[src/rtl/operand_net_interface_pkg.sv]
// Shared types for the operand-network tile endpoint.
//  - opnd_slot_e    : operand slot carried by each operand flit
//  - generic_flit_t : LOCAL-port flit payload exchanged with the router
//  - inj_state_e    : inject-side sequencing states
//  - ej_entry_t     : what the eject FIFO keeps for the reservation stations
package operand_net_interface_pkg;

    localparam int unsigned DATA_WIDTH     = 64;
    localparam int unsigned INSTR_ID_WIDTH = 7;
    localparam int unsigned NUM_TARGETS    = 2;
    localparam int unsigned EJECT_DEPTH    = 4;
    localparam int unsigned RETRY_CNT_W    = 8;
    localparam int unsigned SLOT_W         = 2;

    typedef enum logic [SLOT_W-1:0] {
        SLOT_LEFT  = 2'd0,
        SLOT_RIGHT = 2'd1,
        SLOT_PRED  = 2'd2
    } opnd_slot_e;

    typedef struct packed {
        logic [DATA_WIDTH-1:0]     data;
        logic [INSTR_ID_WIDTH-1:0] dest_instr;
        opnd_slot_e                slot;
        logic                      ipriority;
    } generic_flit_t;

    typedef enum logic [1:0] {
        IDLE = 2'd0,
        SEND = 2'd1,
        WAIT = 2'd2
    } inj_state_e;

    typedef struct packed {
        logic [DATA_WIDTH-1:0]     data;
        logic [INSTR_ID_WIDTH-1:0] instr;
        opnd_slot_e                slot;
    } ej_entry_t;

    typedef struct packed {
        logic [INSTR_ID_WIDTH-1:0] instr;
        opnd_slot_e                slot;
    } tgt_sel_t;

    // Isolate the lowest set bit of a target mask.
    function automatic logic [NUM_TARGETS-1:0] lowest_bit(input logic [NUM_TARGETS-1:0] v);
        return v & (~v + NUM_TARGETS'(1));
    endfunction

    // Target ID/slot of the lowest enabled target in the mask.
    function automatic tgt_sel_t pick_target(
        input logic [NUM_TARGETS-1:0]                mask,
        input logic [NUM_TARGETS*INSTR_ID_WIDTH-1:0] ids,
        input logic [NUM_TARGETS*SLOT_W-1:0]         slots
    );
        tgt_sel_t r;
        r = '0;
        // Walk downwards so the lowest set bit is the last (winning) write.
        for (int i = int'(NUM_TARGETS) - 1; i >= 0; i--) begin
            if (mask[i]) begin
                r.instr = ids[i*INSTR_ID_WIDTH +: INSTR_ID_WIDTH];
                r.slot  = opnd_slot_e'(slots[i*SLOT_W +: SLOT_W]);
            end
        end
        return r;
    endfunction

endpackage

[src/rtl/operand_net_interface_if.sv]
// Signal bundle between the execution tile / router LOCAL port and the endpoint.
//  slave  : endpoint view (consumes results, ej flits, acks; drives flits and rs_*)
//  master : environment view (tile, router and reservation stations)
interface operand_net_interface_if;
    import operand_net_interface_pkg::*;

    logic                                flush;
    logic                                res_valid;
    logic                                res_ready;
    logic [DATA_WIDTH-1:0]               res_value;
    logic [NUM_TARGETS-1:0]              res_tgt_valid;
    logic [NUM_TARGETS*INSTR_ID_WIDTH-1:0] res_tgt_id;
    logic [NUM_TARGETS*SLOT_W-1:0]       res_tgt_slot;
    logic                                res_pri;
    generic_flit_t                       inj_flit;
    logic                                inj_req;
    logic                                inj_ack;
    generic_flit_t                       ej_flit;
    logic                                ej_req;
    logic                                rs_valid;
    logic                                rs_ready;
    logic [DATA_WIDTH-1:0]               rs_data;
    logic [INSTR_ID_WIDTH-1:0]           rs_instr;
    logic [SLOT_W-1:0]                   rs_slot;
    logic                                ej_overflow;
    logic [RETRY_CNT_W-1:0]              retry_cnt;

    modport slave (
        input  flush, res_valid, res_value, res_tgt_valid, res_tgt_id, res_tgt_slot,
               res_pri, inj_ack, ej_flit, ej_req, rs_ready,
        output res_ready, inj_flit, inj_req, rs_valid, rs_data, rs_instr, rs_slot,
               ej_overflow, retry_cnt
    );

    modport master (
        output flush, res_valid, res_value, res_tgt_valid, res_tgt_id, res_tgt_slot,
               res_pri, inj_ack, ej_flit, ej_req, rs_ready,
        input  res_ready, inj_flit, inj_req, rs_valid, rs_data, rs_instr, rs_slot,
               ej_overflow, retry_cnt
    );
endinterface

[src/rtl/operand_net_interface_opnd_sync_fifo.sv]
// Small synchronous FIFO for the eject path.
//  clk, rst   : clock, async active-high reset
//  flush      : empty the FIFO; a concurrent push is dropped
//  push/push_data : write request (accepted when not full, or full with a pop)
//  pop        : consume head when not empty
//  head       : current head entry
//  empty/full : occupancy flags
module operand_net_interface_opnd_sync_fifo #(
    parameter int unsigned DEPTH = 4,
    parameter type         T     = logic
) (
    input  logic clk,
    input  logic rst,
    input  logic flush,
    input  logic push,
    input  T     push_data,
    input  logic pop,
    output T     head,
    output logic empty,
    output logic full
);
    localparam int unsigned PTR_W = $clog2(DEPTH);
    localparam int unsigned CNT_W = $clog2(DEPTH + 1);

    T                 mem_q [DEPTH];
    T                 mem_d [DEPTH];
    logic [PTR_W-1:0] wr_ptr_q, wr_ptr_d;
    logic [PTR_W-1:0] rd_ptr_q, rd_ptr_d;
    logic [CNT_W-1:0] cnt_q, cnt_d;
    logic             do_push, do_pop;

    assign empty = (cnt_q == '0);
    assign full  = (cnt_q == CNT_W'(DEPTH));
    assign head  = mem_q[rd_ptr_q];

    // Next-state: a pop on a full FIFO frees the slot the same cycle's push uses.
    always_comb begin
        mem_d    = mem_q;
        wr_ptr_d = wr_ptr_q;
        rd_ptr_d = rd_ptr_q;
        cnt_d    = cnt_q;
        do_pop   = pop && !empty;
        do_push  = push && (!full || do_pop);
        if (flush) begin
            wr_ptr_d = '0;
            rd_ptr_d = '0;
            cnt_d    = '0;
        end else begin
            if (do_push) begin
                mem_d[wr_ptr_q] = push_data;
                wr_ptr_d        = wr_ptr_q + PTR_W'(1);
            end
            if (do_pop) begin
                rd_ptr_d = rd_ptr_q + PTR_W'(1);
            end
            case ({do_push, do_pop})
                2'b10:   cnt_d = cnt_q + CNT_W'(1);
                2'b01:   cnt_d = cnt_q - CNT_W'(1);
                default: cnt_d = cnt_q;
            endcase
        end
    end

    always_ff @(posedge clk or posedge rst) begin
        if (rst) begin
            for (int i = 0; i < int'(DEPTH); i++) begin
                mem_q[i] <= '0;
            end
            wr_ptr_q <= '0;
            rd_ptr_q <= '0;
            cnt_q    <= '0;
        end else begin
            mem_q    <= mem_d;
            wr_ptr_q <= wr_ptr_d;
            rd_ptr_q <= rd_ptr_d;
            cnt_q    <= cnt_d;
        end
    end

endmodule

[src/rtl/operand_net_interface.sv]
// Execution-tile endpoint on the router LOCAL port (operand network).
//  clk, rst : clock, async active-high reset
//  bus      : slave view of operand_net_interface_if
//   inject  : res_* result handshake -> one inj_flit/inj_req per enabled target,
//             resent until inj_ack; retry_cnt counts un-acked sends (saturating)
//   eject   : ej_req/ej_flit buffered, presented as rs_valid/rs_ready/rs_*;
//             ej_overflow is sticky when a flit is lost to a full buffer
//   flush   : drops all queued inject and eject traffic
module operand_net_interface
    import operand_net_interface_pkg::*;
(
    input  logic                   clk,
    input  logic                   rst,
    operand_net_interface_if.slave bus
);
    inj_state_e                            state_q, state_d;
    generic_flit_t                         flit_q, flit_d;
    logic [NUM_TARGETS-1:0]                pend_q, pend_d;
    logic [NUM_TARGETS*INSTR_ID_WIDTH-1:0] ids_q, ids_d;
    logic [NUM_TARGETS*SLOT_W-1:0]         slots_q, slots_d;
    logic                                  req_q, req_d;
    logic                                  res_ready_q, res_ready_d;
    logic [RETRY_CNT_W-1:0]                retry_q, retry_d;
    logic                                  ovf_q, ovf_d;
    logic [NUM_TARGETS-1:0]                pend_left;
    tgt_sel_t                              sel;

    ej_entry_t                             ej_in;
    ej_entry_t                             ej_head;
    logic                                  ej_empty, ej_full;
    logic                                  unused_ej_pri;

    // Inject sequencing: latch a result, then one req pulse per target until acked.
    always_comb begin
        state_d     = state_q;
        flit_d      = flit_q;
        pend_d      = pend_q;
        ids_d       = ids_q;
        slots_d     = slots_q;
        req_d       = 1'b0;
        res_ready_d = res_ready_q;
        retry_d     = retry_q;
        pend_left   = pend_q & ~lowest_bit(pend_q);
        sel         = '0;
        if (bus.flush) begin
            state_d     = IDLE;
            flit_d      = '0;
            pend_d      = '0;
            ids_d       = '0;
            slots_d     = '0;
            res_ready_d = 1'b1;
        end else begin
            case (state_q)
                IDLE: begin
                    if (bus.res_valid && res_ready_q) begin
                        ids_d   = bus.res_tgt_id;
                        slots_d = bus.res_tgt_slot;
                        pend_d  = bus.res_tgt_valid;
                        sel     = pick_target(bus.res_tgt_valid, bus.res_tgt_id, bus.res_tgt_slot);
                        flit_d  = '{data:       bus.res_value,
                                    dest_instr: sel.instr,
                                    slot:       sel.slot,
                                    ipriority:  bus.res_pri};
                        // A result with no targets is consumed without sending.
                        if (|bus.res_tgt_valid) begin
                            state_d     = SEND;
                            req_d       = 1'b1;
                            res_ready_d = 1'b0;
                        end
                    end
                end
                SEND: begin
                    state_d = WAIT;
                end
                WAIT: begin
                    if (bus.inj_ack) begin
                        pend_d = pend_left;
                        if (|pend_left) begin
                            sel               = pick_target(pend_left, ids_q, slots_q);
                            flit_d.dest_instr = sel.instr;
                            flit_d.slot       = sel.slot;
                            state_d           = SEND;
                            req_d             = 1'b1;
                        end else begin
                            state_d     = IDLE;
                            res_ready_d = 1'b1;
                        end
                    end else begin
                        // No ack: resend the unchanged flit.
                        if (retry_q != '1) begin
                            retry_d = retry_q + RETRY_CNT_W'(1);
                        end
                        state_d = SEND;
                        req_d   = 1'b1;
                    end
                end
                default: begin
                    state_d     = IDLE;
                    res_ready_d = 1'b1;
                end
            endcase
        end
    end

    // Overflow only when the flit is truly lost (a same-cycle pop would make room).
    always_comb begin
        ovf_d = ovf_q | (bus.ej_req && ej_full && !bus.rs_ready && !bus.flush);
    end

    always_ff @(posedge clk or posedge rst) begin
        if (rst) begin
            state_q     <= IDLE;
            flit_q      <= '0;
            pend_q      <= '0;
            ids_q       <= '0;
            slots_q     <= '0;
            req_q       <= 1'b0;
            res_ready_q <= 1'b1;
            retry_q     <= '0;
            ovf_q       <= 1'b0;
        end else begin
            state_q     <= state_d;
            flit_q      <= flit_d;
            pend_q      <= pend_d;
            ids_q       <= ids_d;
            slots_q     <= slots_d;
            req_q       <= req_d;
            res_ready_q <= res_ready_d;
            retry_q     <= retry_d;
            ovf_q       <= ovf_d;
        end
    end

    // Priority is meaningless once the flit has left the network.
    assign unused_ej_pri = bus.ej_flit.ipriority;
    assign ej_in = '{data:  bus.ej_flit.data,
                     instr: bus.ej_flit.dest_instr,
                     slot:  bus.ej_flit.slot};

    operand_net_interface_opnd_sync_fifo #(
        .DEPTH (EJECT_DEPTH),
        .T     (ej_entry_t)
    ) u_ej_fifo (
        .clk       (clk),
        .rst       (rst),
        .flush     (bus.flush),
        .push      (bus.ej_req),
        .push_data (ej_in),
        .pop       (bus.rs_ready),
        .head      (ej_head),
        .empty     (ej_empty),
        .full      (ej_full)
    );

    assign bus.res_ready   = res_ready_q;
    assign bus.inj_req     = req_q;
    assign bus.inj_flit    = flit_q;
    assign bus.retry_cnt   = retry_q;
    assign bus.ej_overflow = ovf_q;
    assign bus.rs_valid    = !ej_empty;
    assign bus.rs_data     = ej_head.data;
    assign bus.rs_instr    = ej_head.instr;
    assign bus.rs_slot     = ej_head.slot;

endmodule

[src/flat_wrapper.sv]
// flat-port wrapper written by rule: the top's interface ports become plain ports
module operand_net_interface_flat import operand_net_interface_pkg::*;
  (clk, rst, bus_flush, bus_res_valid, bus_res_value, bus_res_tgt_valid, bus_res_tgt_id, bus_res_tgt_slot, bus_res_pri, bus_inj_ack, bus_ej_flit, bus_ej_req, bus_rs_ready, bus_res_ready, bus_inj_flit, bus_inj_req, bus_rs_valid, bus_rs_data, bus_rs_instr, bus_rs_slot, bus_ej_overflow, bus_retry_cnt);
  operand_net_interface_if bus_i ();
  input  logic clk;
  input  logic rst;
  input wire logic [$bits(bus_i.flush)-1:0] bus_flush;
  input wire logic [$bits(bus_i.res_valid)-1:0] bus_res_valid;
  input wire logic [$bits(bus_i.res_value)-1:0] bus_res_value;
  input wire logic [$bits(bus_i.res_tgt_valid)-1:0] bus_res_tgt_valid;
  input wire logic [$bits(bus_i.res_tgt_id)-1:0] bus_res_tgt_id;
  input wire logic [$bits(bus_i.res_tgt_slot)-1:0] bus_res_tgt_slot;
  input wire logic [$bits(bus_i.res_pri)-1:0] bus_res_pri;
  input wire logic [$bits(bus_i.inj_ack)-1:0] bus_inj_ack;
  input wire logic [$bits(bus_i.ej_flit)-1:0] bus_ej_flit;
  input wire logic [$bits(bus_i.ej_req)-1:0] bus_ej_req;
  input wire logic [$bits(bus_i.rs_ready)-1:0] bus_rs_ready;
  output wire logic [$bits(bus_i.res_ready)-1:0] bus_res_ready;
  output wire logic [$bits(bus_i.inj_flit)-1:0] bus_inj_flit;
  output wire logic [$bits(bus_i.inj_req)-1:0] bus_inj_req;
  output wire logic [$bits(bus_i.rs_valid)-1:0] bus_rs_valid;
  output wire logic [$bits(bus_i.rs_data)-1:0] bus_rs_data;
  output wire logic [$bits(bus_i.rs_instr)-1:0] bus_rs_instr;
  output wire logic [$bits(bus_i.rs_slot)-1:0] bus_rs_slot;
  output wire logic [$bits(bus_i.ej_overflow)-1:0] bus_ej_overflow;
  output wire logic [$bits(bus_i.retry_cnt)-1:0] bus_retry_cnt;
  assign bus_i.flush = bus_flush;
  assign bus_i.res_valid = bus_res_valid;
  assign bus_i.res_value = bus_res_value;
  assign bus_i.res_tgt_valid = bus_res_tgt_valid;
  assign bus_i.res_tgt_id = bus_res_tgt_id;
  assign bus_i.res_tgt_slot = bus_res_tgt_slot;
  assign bus_i.res_pri = bus_res_pri;
  assign bus_i.inj_ack = bus_inj_ack;
  assign bus_i.ej_flit = bus_ej_flit;
  assign bus_i.ej_req = bus_ej_req;
  assign bus_i.rs_ready = bus_rs_ready;
  assign bus_res_ready = bus_i.res_ready;
  assign bus_inj_flit = bus_i.inj_flit;
  assign bus_inj_req = bus_i.inj_req;
  assign bus_rs_valid = bus_i.rs_valid;
  assign bus_rs_data = bus_i.rs_data;
  assign bus_rs_instr = bus_i.rs_instr;
  assign bus_rs_slot = bus_i.rs_slot;
  assign bus_ej_overflow = bus_i.ej_overflow;
  assign bus_retry_cnt = bus_i.retry_cnt;
  operand_net_interface u_core (.clk(clk), .rst(rst), .bus(bus_i));
endmodule
[config.mk]
export PLATFORM = sky130hd
export DESIGN_NAME = operand_net_interface_flat
export DESIGN_NICKNAME = d
export VERILOG_FILES = /design/src/rtl/operand_net_interface_pkg.sv /design/src/rtl/operand_net_interface_if.sv /design/src/rtl/operand_net_interface_opnd_sync_fifo.sv /design/src/rtl/operand_net_interface.sv /design/src/flat_wrapper.sv
export SDC_FILE = /design/constraint.sdc
export NUM_CORES = 1
export LEC_CHECK = 0
export ABC_CLOCK_PERIOD_IN_PS = 32600
export CORE_MARGIN = 1.5
export CORE_UTILIZATION = 30
export DETAILED_ROUTE_END_ITERATION = 12
export GPL_TIMING_DRIVEN = 0
export PLACE_DENSITY_LB_ADDON = 0.08
export SLEW_MARGIN = 5
export SYNTH_ARGS = -nofsm -noshare
export SYNTH_HDL_FRONTEND = slang
export SYNTH_SLANG_ARGS = --single-unit
[constraint.sdc]
create_clock -name clk -period 32.6 [get_ports clk]
set_input_delay 3.26 -clock clk [delete_from_list [all_inputs] [get_ports clk]]
set_output_delay 3.26 -clock clk [all_outputs]
set_load 0.05 [all_outputs]
==> results.json <==
{
  "numCtsBuffers": 49,
  "num_vias": 11060,
  "fillerInstances": 5377,
  "wl_per_cell_um": 19.81,
  "syn_inst": 1195,
  "drive_gt1_share_pct": 31.47,
  "clkTransAtPathRegs_ns": 0.06,
  "ys_seq_elements": 397,
  "grt_pass1_wl_mm": 72.73,
  "hp-start": "u_core.bus.ej_overflow",
  "clock-root-buffer": "clkbuf_16",
  "synth_fp_nets": 1367,
  "totalWireLength_mm": 46.84,
  "hold_viol_final": 0,
  "slew_headroom_pct": 18.24,
  "ys_types": 44,
  "fin_worst_skew_ns": 0.02016,
  "post_cts_resized": 0,
  "yosysMostFrequentCell": "dfrtp_1",
  "finalCritPeriodShare_pct": 20.60,
  "rows": 87,
  "setup_ws_ns": 25.88,
  "synth_edf_count": 0,
  "power_mw": 1.761,
  "grt_max_degree": 120,
  "setup_violations": 0,
  "htree_num_levels": 2,
  "vias_per_cell": 4.675,
  "yosys.area.top_type": "dfrtp_1",
  "r2r_setup_slack_ns": 30.08,
  "hold-worst-slack_ns": 0.4814,
  "min_to": "u_core.bus.ej_overflow",
  "grt_setup_unrepaired": "false",
  "die_w_um": 243,
  "cts.sink_count": 397,
  "cts_buffer_depth": 3,
  "synth_warnings": 0,
  "start_util_pct": 30.47,
  "ys.flop_type": "dfrtp_1",
  "syn_area_um2": 17280,
  "worstMarginPinSlew_ns": 1.209,
  "numPortBuffers": 322,
  "holdBufCountCts": 0,
  "totalNegativeSetupSlack_ns": 0,
  "power_density_nw_per_um2": 76.12,
  "pin_count": 325,
  "post-route-util_pct": 40.78,
  "antenna_found_initial": 3,
  "hpwlAfterDp_mm": 31.16,
  "nets": 1743,
  "r2r_start": "u_core.state_q[0]",
  "crit_type": "reg2out",
  "gr-total-overflow": 0,
  "grt_usage_pct": 15.92,
  "die_h_um": 243,
  "rr_worst_depth": 5,
  "clkLatencyLatePin_ns": 0.58,
  "fmax_ghz": 0.1489,
  "syn_area_per_cell_um2": 14.46,
  "netlist_top_cells_area": "dfrtp_1 (57%), mux2_2 (20%), mux4_2 (9.5%)",
  "whs_path_depth": 1,
  "reg2reg_to": "u_core.bus.retry_cnt[6]",
  "yosys.area.top_type_share_pct": 57.35,
  "post_cts_buffers": 0,
  "required_ns": 29.34,
  "drc": 0,
  "path_max_fanout": 10,
  "ant_nets": 0,
  "cts_tree": "done",
  "slew_viol_final": 0,
  "drt_first_pass_iters": 6,
  "leakage_nw": 9.829,
  "pre_cts_slack_ns": 26.40,
  "start_kind": "register",
  "core-area_um2": 56710,
  "min_path_type": "reg2reg",
  "synth_commonest_cells": "dfrtp_1 (396), mux2_2 (304), nand2_1 (165)",
  "grt_pass1_vias": 12020,
  "period_minus_slack_ns": 6.715,
  "cp.arrival_ns": 3.46,
  "async_flop_share_pct": 100.0,
  "endpoint_kind": "primary output",
  "ys_seq_area_share_pct": 57.50,
  "die-area_um2": 59050,
  "maxCapViolCount": 0,
  "status": "finished clean",
  "irDropWorstVdd_v": 0.00004032,
  "syn_to_final_growth_pct": 33.84,
  "place_congestion": 0.7401,
  "drtIter0Drc": 370
}
[layout by cell type, fill, tap and decap left out, types with 3 or more instances in the layout]
master / instances
dfrtp_1: 396
clkdlybuf4s50_1: 322
mux2_2: 304
nand2_1: 165
a21oi_1: 82
mux4_2: 73
clkbuf_16: 49
clkbuf_1: 42
buf_6: 28
clkbuf_8: 17
buf_2: 12
nor2_1: 12
mux2i_1: 10
o2bb2ai_1: 9
buf_1: 8
o21ai_0: 6
xor2_1: 5
ha_1: 5
clkinv_2: 5
nand2b_1: 4
xnor2_1: 4
inv_1: 4
nand2_2: 4
nand3_1: 3
buf_16: 3
[critical path, cell delays in order (launching register included)]
cell,delay [ns]
dfrtp_1,0.33
clkbuf_1,0.66
buf_1,0.64
mux4_2,0.36
clkdlybuf4s50_1,0.88
[where the power goes]
part           internal, mW  switching [mW]  leakage [nW]
registers             0.625          0.0614          5.06
logic                 0.253           0.288          3.98
clock network         0.322           0.211         0.785
total                  1.20           0.560          9.83
[cell families (layout without fill, tap and decap cells)]
group	count (synthesis)	after routing	synth area share, %
compound gates	111	111	3.664
fa+ha+maj	6	6	0.4779
simple gates	204	204	4.938
flops	397	397	57.50
other cells	0	1	0
mux	387	387	29.90
xor+xnor	9	9	0.4561
buf+inv	81	494	3.063
[through the flow]
step	area, um^2	instances
4_1_cts	23120	2364
6_report	23130	2365
2_1_floorplan	17280	1195
3_5_place_dp	21540	2276
3_3_place_gp	21450	2273
5_1_grt	23130	2365
[registers in the layout (all words and copies together), names as in the netlist]
| register | cells |
|---|---|
| u_core.u_ej_fifo.mem_q | 292 |
| u_core.bus.inj_flit | 74 |
| u_core.bus.retry_cnt | 8 |
| u_core.ids_q | 7 |
| u_core.u_ej_fifo.cnt_q | 3 |
| u_core.pend_q | 2 |
| u_core.slots_q | 2 |
| u_core.state_q | 2 |
| u_core.u_ej_fifo.rd_ptr_q | 2 |
| u_core.u_ej_fifo.wr_ptr_q | 2 |
| u_core.bus.ej_overflow | 1 |
| u_core.bus.inj_req | 1 |
| u_core.bus.res_ready | 1 |
[layout make-up]
class | instances | area [um^2] | share of cell area, %
flip-flops and latches | 397 | 9936 | 42.96
inverters | 5 | 26.28 | 0.1136
repair buffers | 325 | 3306 | 14.29
multi-input cells | 717 | 6815 | 29.47
clock buffers | 80 | 1513 | 6.541
diodes | 1 | 2.502 | 0.01082
clock inverters | 8 | 72.57 | 0.3138
well taps | 756 | 945.9 | 4.090
plain buffers | 76 | 510.5 | 2.207
[worst max-delay path by stage]
stage	startpoint	end	slack, ns	cells past startpoint
2_1_floorplan	rst	u_core.bus.ej_overflow	18.30	1
3_3_place_gp	rst	u_core.bus.inj_flit[48]	12.36	2
3_5_place_dp	u_core.u_ej_fifo.rd_ptr_q[1]	bus_rs_instr[1]	26.40	4
4_1_cts	u_core.u_ej_fifo.rd_ptr_q[1]	bus_rs_instr[1]	25.73	4
5_1_grt	u_core.u_ej_fifo.rd_ptr_q[1]	bus_rs_instr[1]	25.69	4
6_report	u_core.u_ej_fifo.rd_ptr_q[1]	bus_rs_instr[1]	25.88	4
[routing by layer]
layer	share of wire (%)	track usage, %	routed length (um)	vias to the layer above
met5	0.058	0	27	-
met1	43	20.08	20180	5701
met2	48	26.29	22630	227
li1	-	-	-	5053
met4	2.2	4.622	1032	4
met3	6.3	4.843	2970	71
No activity file was read; power rests on OpenSTA's default activity.
